$ cat src/rtl/bcd_countdown_timer_pkg.sv
// rtl/bcd_countdown_timer_pkg.sv - shared states, BCD limits and preset clamp helpers
package bcd_countdown_timer_pkg;

  // Timer state, 2-bit encoded
  typedef enum logic [1:0] {
    ST_IDLE  = 2'd0,
    ST_RUN   = 2'd1,
    ST_PAUSE = 2'd2,
    ST_DONE  = 2'd3
  } state_e;

  localparam logic [3:0] BCD_UNIT_MAX = 4'd9;
  localparam logic [3:0] BCD_TENS_MAX = 4'd5;

  // Saturate one BCD digit to its legal maximum
  function automatic logic [3:0] bcd_clamp(input logic [3:0] d, input logic [3:0] lim);
    return (d > lim) ? lim : d;
  endfunction

  // Clamp a packed tens/units pair of a mod-60 field
  function automatic logic [7:0] clamp_pair(input logic [7:0] v);
    return {bcd_clamp(v[7:4], BCD_TENS_MAX), bcd_clamp(v[3:0], BCD_UNIT_MAX)};
  endfunction

endpackage

$ cat src/rtl/bcd_countdown_timer_bcd_down_digit.sv
// rtl/bcd_countdown_timer_bcd_down_digit.sv - mod-(MAX+1) BCD down-counting digit
module bcd_down_digit
  import bcd_countdown_timer_pkg::*;
#(
  parameter logic [3:0] MAX = BCD_UNIT_MAX
) (
  input  logic       clk,
  input  logic       rst_n,
  input  logic       en,
  input  logic       load,
  input  logic [3:0] load_val,
  output logic [3:0] q,
  output logic       borrow
);

  logic [3:0] q_q;
  logic [3:0] q_d;

  // Next digit value: load wins, otherwise decrement with wrap to MAX
  always_comb begin
    q_d = q_q;
    if (load) begin
      q_d = load_val;
    end else if (en) begin
      q_d = (q_q == 4'd0) ? MAX : (q_q - 4'd1);
    end
  end

  // Digit register
  always_ff @(posedge clk or negedge rst_n) begin
    if (!rst_n) begin
      q_q <= 4'd0;
    end else begin
      q_q <= q_d;
    end
  end

  assign q = q_q;
  // A decrement from zero wraps this digit and must take one from the next digit up
  assign borrow = en && (q_q == 4'd0);

endmodule

$ cat src/rtl/bcd_countdown_timer.sv
// rtl/bcd_countdown_timer.sv - MM:SS packed-BCD countdown timer with alarm
module bcd_countdown_timer
  import bcd_countdown_timer_pkg::*;
#(
  parameter int unsigned ALARM_CYCLES = 8
) (
  input  logic       clk,
  input  logic       cr,
  input  logic       tick,
  input  logic       load,
  input  logic [7:0] load_min,
  input  logic [7:0] load_sec,
  input  logic       start,
  input  logic       pause,
  output logic [7:0] min,
  output logic [7:0] sec,
  output logic       borrow_sig,
  output logic       running,
  output logic       done
);

  localparam int AW = $clog2(ALARM_CYCLES + 1);
  localparam logic [AW-1:0] ALARM_INIT = AW'(ALARM_CYCLES);

  state_e        state_q, state_d;
  logic [AW-1:0] alarm_q, alarm_d;
  logic          borrow_sig_q, borrow_sig_d;
  logic          running_q, running_d;
  logic          done_q, done_d;

  logic [7:0] min_clamped;
  logic [7:0] sec_clamped;
  logic       digit_load;
  logic       cnt_en;
  logic [3:0] su_q, st_q, mu_q, mt_q;
  logic       su_borrow, st_borrow, mu_borrow, mt_borrow;
  logic       value_zero;
  logic       expire;

  assign min_clamped = clamp_pair(load_min);
  assign sec_clamped = clamp_pair(load_sec);

  // The preset is only taken while the counter is not running
  assign digit_load = load && (state_q != ST_RUN);
  assign cnt_en     = (state_q == ST_RUN) && tick;

  bcd_down_digit #(.MAX(BCD_UNIT_MAX)) u_sec_units (
    .clk      (clk),
    .rst_n    (cr),
    .en       (cnt_en),
    .load     (digit_load),
    .load_val (sec_clamped[3:0]),
    .q        (su_q),
    .borrow   (su_borrow)
  );

  bcd_down_digit #(.MAX(BCD_TENS_MAX)) u_sec_tens (
    .clk      (clk),
    .rst_n    (cr),
    .en       (su_borrow),
    .load     (digit_load),
    .load_val (sec_clamped[7:4]),
    .q        (st_q),
    .borrow   (st_borrow)
  );

  bcd_down_digit #(.MAX(BCD_UNIT_MAX)) u_min_units (
    .clk      (clk),
    .rst_n    (cr),
    .en       (st_borrow),
    .load     (digit_load),
    .load_val (min_clamped[3:0]),
    .q        (mu_q),
    .borrow   (mu_borrow)
  );

  bcd_down_digit #(.MAX(BCD_TENS_MAX)) u_min_tens (
    .clk      (clk),
    .rst_n    (cr),
    .en       (mu_borrow),
    .load     (digit_load),
    .load_val (min_clamped[7:4]),
    .q        (mt_q),
    .borrow   (mt_borrow)
  );

  assign min = {mt_q, mu_q};
  assign sec = {st_q, su_q};

  assign value_zero = (min == 8'h00) && (sec == 8'h00);
  // Expiry is the tick that takes 00:01 to 00:00; a minute-tens borrow would mean
  // counting below 00:00, which start never allows, so it is treated as expiry too.
  assign expire = (cnt_en && (min == 8'h00) && (sec == 8'h01)) || mt_borrow;

  // State, alarm counter and registered status flags
  always_comb begin
    state_d      = state_q;
    alarm_d      = alarm_q;
    // Seconds tens borrowing means sec was 00 and becomes 59 on this edge
    borrow_sig_d = st_borrow;
    case (state_q)
      ST_IDLE, ST_PAUSE: begin
        if (load) begin
          state_d = ST_IDLE;
        end else if (!pause && start && !value_zero) begin
          state_d = ST_RUN;
        end
      end
      ST_RUN: begin
        if (expire) begin
          state_d = ST_DONE;
          alarm_d = ALARM_INIT;
        end else if (pause) begin
          state_d = ST_PAUSE;
        end
      end
      ST_DONE: begin
        if (load) begin
          state_d = ST_IDLE;
          alarm_d = '0;
        end else if (alarm_q <= AW'(1)) begin
          state_d = ST_IDLE;
          alarm_d = '0;
        end else begin
          alarm_d = alarm_q - AW'(1);
        end
      end
      default: begin
        state_d = ST_IDLE;
        alarm_d = '0;
      end
    endcase
    running_d = (state_d == ST_RUN);
    done_d    = (state_d == ST_DONE);
  end

  // Control registers, cleared asynchronously by cr
  always_ff @(posedge clk or negedge cr) begin
    if (!cr) begin
      state_q      <= ST_IDLE;
      alarm_q      <= '0;
      borrow_sig_q <= 1'b0;
      running_q    <= 1'b0;
      done_q       <= 1'b0;
    end else begin
      state_q      <= state_d;
      alarm_q      <= alarm_d;
      borrow_sig_q <= borrow_sig_d;
      running_q    <= running_d;
      done_q       <= done_d;
    end
  end

  assign borrow_sig = borrow_sig_q;
  assign running    = running_q;
  assign done       = done_q;

endmodule

$ cat config.mk
export PLATFORM = sky130hd
export DESIGN_NAME = bcd_countdown_timer
export DESIGN_NICKNAME = d
export VERILOG_FILES = /design/src/rtl/bcd_countdown_timer_pkg.sv /design/src/rtl/bcd_countdown_timer_bcd_down_digit.sv /design/src/rtl/bcd_countdown_timer.sv
export SDC_FILE = /design/constraint.sdc
export NUM_CORES = 1
export LEC_CHECK = 0
export ABC_AREA = 1
export CORE_MARGIN = 2
export CORE_UTILIZATION = 47
export DETAILED_ROUTE_END_ITERATION = 10
export GPL_ROUTABILITY_DRIVEN = 0
export HOLD_SLACK_MARGIN = 0.12
export PLACE_DENSITY = 0.8
export SLEW_MARGIN = 20
export SYNTH_ARGS = -nofsm -noshare
export SYNTH_HDL_FRONTEND = slang
export SYNTH_SLANG_ARGS = --single-unit
export TNS_END_PERCENT = 100
$ cat constraint.sdc
create_clock -name clk -period 1.82 [get_ports clk]
set_clock_uncertainty 0.05 [all_clocks]
set_input_delay 0.182 -clock clk [delete_from_list [all_inputs] [get_ports clk]]
set_output_delay 0.182 -clock clk [all_outputs]
set_load 0.01 [all_outputs]
==> metrics.md, run 1 <==
| Metric | Value |
|---|---|
| CP dominant cell by count | inv_1 |
| Critical Path, Cell by Cell | inv_1 -> ha_1 -> o21ai_0 -> nand2_1 -> nor2_1 -> inv_1 -> nand3_1 -> nand2_1 -> inv_1 |
| RSZ-0062 raised after global routing | false |
| Port Buffer Count | 40 |
| P_int | 1.26 mW |
| Bufs on Longest Clock Path | 2 |
| Sw frac | 0.394 |
| Critical Path Max Stage Delay | 0.40 ns |
| Multi-input combinational cell area | slightly above 700 sq um |
| Final wirelength | 3030 microns |
| YS warnings | 0 |
| Number of remaining DRC errors | 0 |
| Layout cell share with drive strength beyond 1 | 0.0702 |
| Post_cts resized | 0 |
| CP Launch Type | register |
| VDD IR max | slightly above 0.0005 V |
| Part of the power in registers | 0.420 |
| Hold Fails Final Rpt | 0 |
| Post-Syn Area per Cell | 7.43 sq um |
| Placed Area | 1910 sq um |
| Starting density of the core | 0.490 |
| Slew Viols, Final | 0 |
| Layout Nets | between 200 and 300 |
| Largest net degree at the start of global routing | 26 |
| Final instance area | 1940 sq um |
| Num CTS Buffers | 3 |
| Post-CTS repair timing setup buffer count | 0 |
| DRT Pass-1 Iters | 6 |
| CTS Root Buffer Type | clkbuf_4 |
| Number of global-route vias before repair | around 1,300 |
| Critical Path RT | 2.04 ns |
| FF+latch count, synth | 25 |
| DR WL/cell | about 11 microns |
| Area fraction of the dominant cell type after synthesis | 0.425 |
| Leading area contributor after synthesis | dfrtp_1 |
| Fill cells | around 270 |
| Core Area | around 3000 sq um |
| Die Wd | about 60 microns |
| Cells after synthesis | 198 |
| Leakage | ~0.95 nW |
| Family with the most delay on the worst path | simple AND/OR/NAND/NOR gates |
| First-pass GRT wire length | roughly 5300 microns |
| Combinational share of power | 0.459 |
| Status | finished clean |
| DIE HEIGHT | 60.0 microns |
| Setup CP Type | reg -> reg |
| Clk pin slew, worst setup/hold paths | approximately 0.13 ns |
| CP arrival | 1.86 ns |
| Vias | about 1,400 |
| Crit-path max FO | 3 |
| HP Class | in -> async |
| Fin crit share | 0.897 |
| Worst Setup End Kind | register |
| Tightest Pin Transition | 0.322 ns |
| Bufs and invs on worst path | 3 |
| Power per Cell Area | approximately 1100 nW/um^2 |
| Max_cap viols | 0 |
| Synthesized Nets | roughly 220 |
| Top Ports | about 40 |
| Total gr overflow | 0 |
| Slowest CP cell | dfrtp_1 |
| Cts hold-fix bufs | 0 |
| CTS Sinks | 25 |
| Gr usage total | 0.193 |
| Detail Placement HPWL | 2320 microns |
| # setup viols final | 0 |
| Row count | 20 |
| Clock power share | 0.120 |
| Initial antenna violation count | 0 |
| H-tree levels | 1 |
| Die area | 3590 sq um |
| Fin crit period | approximately 1.6 ns |
| Via-per-instance ratio | ~5 |
| Peak Freq | 612 MHz |
| Post-Syn Area | 1470 sq um |
| Post-route setup TNS | 0 ns |
| Register Area | around 630 sq um |
| N_diodes | 0 |
| Sw power | around 0.82 mW |
| Top cells by area, synth | dfrtp_1 (43%), nand2_1 (12%), inv_1 (7.1%) |
| Rel. slew slack | 0.786 |
| Seq/Total Area, Yosys | 0.425 |
| Final ANT Viol Nets | 0 |
| Area growth from synthesis to final layout | 31.5% |
| Clk Latency, worst-skew pair | between 0.3 and 0.4 ns |
| CTS tree | done |
| Library cells used by synthesis | 32 |
| DR iter-0 viols | 44 |
## flip-flops by register name (all words and copies together), names as in the netlist
signal         count
alarm_q            4
u_min_tens.q       4
u_min_units.q      4
u_sec_tens.q       4
u_sec_units.q      4
state_q            2
borrow_sig         1
done               1
running            1
## cells in the mapped netlist
library cell and instances:
and2_1 1, inv_4 1, nand2_4 1, a31oi_1 1, nor2_4 1, buf_4 1
nor2_1 25, o21ai_0 14, o22ai_1 3, o21a_1 1, o211ai_1 3, nor2_2 2
clkinv_2 1, a21o_1 1, a21boi_0 1, xnor2_1 1, or2_2 1, o211a_1 1
a21oi_1 8, nand2_1 48, inv_1 28, buf_6 1, nand3_4 2, nand3_1 12
o31ai_1 1, dfrtp_1 25, nor3_1 3, nor4_1 1, o21ai_1 3, ha_1 2
nand3b_1 1, nand2_2 3
## kinds of logic (layout without fill, tap and decap cells)
group	after synthesis	in the layout	synth area share
compound gates	37	37	0.145
xor+xnor	1	1	0.00595
fa+ha+maj	2	2	0.0170
buf+inv	32	76	0.0918
flops	25	25	0.425
simple gates	101	101	0.315
## power groups by stage
stage	Clock [mW]	Combinational, mW	Sequential, mW
2_1_floorplan	0	0.534	0.914
3_3_place_gp	0	0.951	0.887
3_5_place_dp	0	0.960	0.887
4_1_cts	0.256	0.966	0.876
5_1_grt	0.272	1.08	0.898
6_report	0.251	0.958	0.876
## placed cells by master (no fill, tap or decap), types with 2 or more instances in the layout
cell type and n:
nand3_4 2, inv_1 28, nand2_1 48, o211ai_1 3, o21ai_0 14, clkdlybuf4s50_1 40, nor2_1 25, nand3_1 12
o21ai_1 3, nor2_2 2, a21oi_1 8, nand2_2 3, clkbuf_4 3, dfrtp_1 25, o22ai_1 3, buf_4 2
ha_1 2, nor3_1 3
## final timing paths
path / start / to / slack (ns) / cells after the start
worst max register to register: alarm_q[0]$_DFFE_PN0P_ / done$_DFF_PN0_ / 0.19 / 9
worst min-delay path: cr / u_sec_tens.q[1]$_DFFE_PN0P_ / 0.15 / 2
max in group asynchronous: cr / u_min_units.q[3]$_DFFE_PN0P_ / 1.32 / 2
worst max-delay path: alarm_q[0]$_DFFE_PN0P_ / done$_DFF_PN0_ / 0.19 / 9
worst min register to register: u_sec_tens.q[3]$_DFFE_PN0P_ / u_sec_tens.q[3]$_DFFE_PN0P_ / 0.49 / 1
min in group clk: load_sec[2] / u_sec_units.q[2]$_DFFE_PN0P_ / 0.40 / 3
## layer usage
layer / up-vias / share of wire / global-route usage / wire length [microns]
met4: 0 / 0.014 / 0.0667 / 42
li1: 729 / - / - / -
met5: - / 0 / 0 / 0
met2: 30 / 0.45 / 0.320 / 1360
met1: 633 / 0.50 / 0.257 / 1510
met3: 4 / 0.036 / 0.0260 / 109
## worst register-to-register path: cells and delay by family (launching register included)
family	cells	cell delay (ns)
AOI/OAI and AO/OA	1	0.18
DFF	1	0.40
buffers and inverters	3	0.21
adders and majority gates	1	0.22
and+or+nand+nor	4	0.52
## area by class of cell
class,count,share of cell area
clock buffers,4,0.0136
inverters,30,0.0601
multi-input cells,141,0.367
flip-flops and latches,25,0.323
well taps,33,0.0213
repair buffers,42,0.215
## through the flow
step / util / setup slack (ns) / cells / power, mW / hold WS (ns)
2_1_floorplan: - / 0.445 / 198 / 1.45 / -0.164
3_3_place_gp: 0.636 / 0.215 / 271 / 1.84 / 0.461
3_5_place_dp: 0.636 / 0.167 / 271 / 1.85 / 0.464
4_1_cts: 0.645 / 0.180 / 275 / 2.10 / 0.169
5_1_grt: 0.645 / 0.0485 / 275 / 2.25 / 0.194
6_report: 0.645 / 0.187 / 275 / 2.09 / 0.154
Power figures use the tool's default switching activity.
==> inputs of run 2 (changes only) <==
Settings changed: CORE_UTILIZATION 47 to 40, CTS_CLUSTER_SIZE set to 8, PLACE_DENSITY 0.8 to 0.7.
==> metrics.md, run 2 (synthesized netlist as in run 1, its figures left out) <==
| Metric | Value |
|---|---|
| CP Launch Type | register |
| Die area | 4180 sq um (+16%) |
| H-tree levels | 1 (unchanged) |
| Hold Fails Final Rpt | 0 (unchanged) |
| DIE HEIGHT | 64.7 microns (+7.8%) |
| RSZ-0062 raised after global routing | false |
| Non-filler cells in the finished layout | 289 (+5.1%) |
| Initial antenna violation count | 0 (unchanged) |
| CTS Root Buffer Type | clkbuf_8 |
| Setup CP Type | reg -> reg |
| Final ANT Viol Nets | 0 (unchanged) |
| Die Wd | 64.7 microns (+7.8%) |
| Number of global-route vias before repair | 1,260 (-3.1%) |
| First-pass GRT wire length | 5350 microns (+1.7%) |
| Fin worst setup slack | 0.218 ns (+0.0310 ns) |
| Rel. slew slack | 0.785 (about the same) |
| CTS Sinks | 25 (unchanged) |
| Vias | 1,384 (-0.86%) |
| Layout cell share with drive strength beyond 1 | 0.0705 (+0.000291) |
| R2R cell count | 9 (unchanged) |
| Tightest Pin Transition | 0.320 ns (-0.00138 ns) |
| Crit-path max FO | 3 (unchanged) |
| Number of remaining DRC errors | 0 (unchanged) |
| Row count | 22 (+10%) |
| Total power | 2.15 mW (+2.9%) |
| Top Ports | 41 (unchanged) |
| Core Area | 3610 sq um (+20%) |
| Area growth from synthesis to final layout | 33.8% |
| Post-route setup TNS | 0 ns (unchanged) |
| Gr usage total | 0.162 (-0.0309) |
| CP arrival | 1.76 ns (-0.10 ns) |
| DR iter-0 viols | 99 (+130%) |
| Starting density of the core | 0.408 (-0.0819) |
| Multi-input combinational cell area | 713 sq um (+0.35%) |
| Num CTS Buffers | 3 (unchanged) |
| Most frequent cells in the layout | nand2_1 (48), clkdlybuf4s50_1 (40), inv_1 (28) |
| CTS tree | done |
| Cts hold-fix bufs | 0 (unchanged) |
| Fill cells | 327 (+21%) |
| Clk Latency, worst-skew pair | 0.26 ns (-0.06 ns) |
| Critical Path RT | 1.97 ns (-0.07 ns) |
| Post_cts resized | 0 (unchanged) |
| Max_cap viols | 0 (unchanged) |
| DP Worst Slack | 0.177 ns (+0.00994 ns) |
| VDD IR max | 0.000515 V (-0.44%) |
| Port Buffer Count | 40 (unchanged) |
| Largest net degree at the start of global routing | 26 (unchanged) |
| N_diodes | 0 (unchanged) |
| # setup viols final | 0 (unchanged) |
| Dpl cells | 285 (+5.2%) |
| Critical Path Source | alarm_q[0]$_DFFE_PN0P_ |
| Worst Setup End Kind | register |
| Total gr overflow | 0 (unchanged) |
| Detail Placement HPWL | 2370 microns (+2.5%) |
| Layout Nets | 266 (-0.37%) |
| Fin crit share | 0.880 (-0.0170) |
| Power per Cell Area | 1090 nW/um^2 (+1.2%) |
| Fin crit period | 1.60 ns (-0.0310 ns) |
| Status | finished clean |
| Commonest non-fill, non-tap cell in the layout | nand2_1 |
| R2R Path Start | alarm_q[0]$_DFFE_PN0P_ |
| Via-per-instance ratio | 4.79 (-5.7%) |
| Bufs on Longest Clock Path | 2 (unchanged) |
| Leakage | 0.950 nW (+0.30%) |
| Peak Freq | 624 MHz (+1.9%) |
| Register Area | 626 sq um (unchanged) |
| Final wirelength | 3050 microns (+0.76%) |
| Post-CTS repair timing setup buffer count | 0 (unchanged) |
| DRT Pass-1 Iters | 4 (-2) |
| DR WL/cell | 10.5 microns (-4.1%) |
| Slew Viols, Final | 0 (unchanged) |
| HP Class | in -> async |
| Clk pin slew, worst setup/hold paths | 0.08 ns (-0.05 ns) |
==> run 2: changes by cell type in the layout (fill, tap and decap cells not counted), sizes merged <==
cell	before	now
buf	2	1
==> run 2: power by group <==
part           switching, mW  leakage [nW]  internal [mW]
combinational          0.491         0.612          0.461
clock                  0.158        0.0228          0.156
sequential             0.168         0.315          0.713
==> run 2: through the flow <==
step | hold slack (ns) | util | cell area (sq um)
after global routing | 0.272 | 0.546 | 1970
after CTS | 0.241 | 0.545 | 1970
final | 0.236 | 0.546 | 1970
after floorplan | -0.164 | - | 1470
after detailed placement | 0.474 | 0.533 | 1920
after global placement | 0.457 | 0.533 | 1920
==> run 2: final cells by class <==
cell class	count	share of cell area
tap	48	0.0305
multi-input combinational	141	0.362
clock buffer	4	0.0229
inverter	30	0.0591
timing repair buffer	41	0.207
sequential	25	0.318
==> run 2: path summary, 6_finish.rpt <==
path                                                 to  slack [ns]
hold reg to reg                  alarm_q[3]$_DFFE_PN0P_        0.49
max in group asynchronous        alarm_q[1]$_DFFE_PN0P_        1.24
setup reg to reg                         done$_DFF_PN0_        0.22
setup / recovery                         done$_DFF_PN0_        0.22
hold / removal              u_sec_tens.q[2]$_DFFE_PN0P_        0.24
min in group clk           u_sec_units.q[2]$_DFFE_PN0P_        0.48
==> run 2: layer usage <==
| metal | track usage | part of all wire |
|---|---|---|
| met5 | 0 | 0 |
| met1 | 0.220 | 0.48 |
| met3 | 0.0295 | 0.052 |
| met2 | 0.255 | 0.46 |
| met4 | 0.0638 | 0.0095 |
==> run 2: worst max-delay path: stages, from the launching register on <==
cell	delay, ns
dfrtp_1	0.38
inv_1	0.08
ha_1	0.22
o21ai_0	0.22
nand2_1	0.14
nor2_2	0.15
inv_1	0.07
nand3_1	0.13
nand2_1	0.06
inv_1	0.05
==> inputs of run 3 (changes only) <==
Settings changed: HOLD_SLACK_MARGIN 0.12 to 0.03, SKIP_LAST_GASP set to 1.
==> results of run 3 <==
Same layout as run 2: the final DEF is identical, and so are final timing and power.
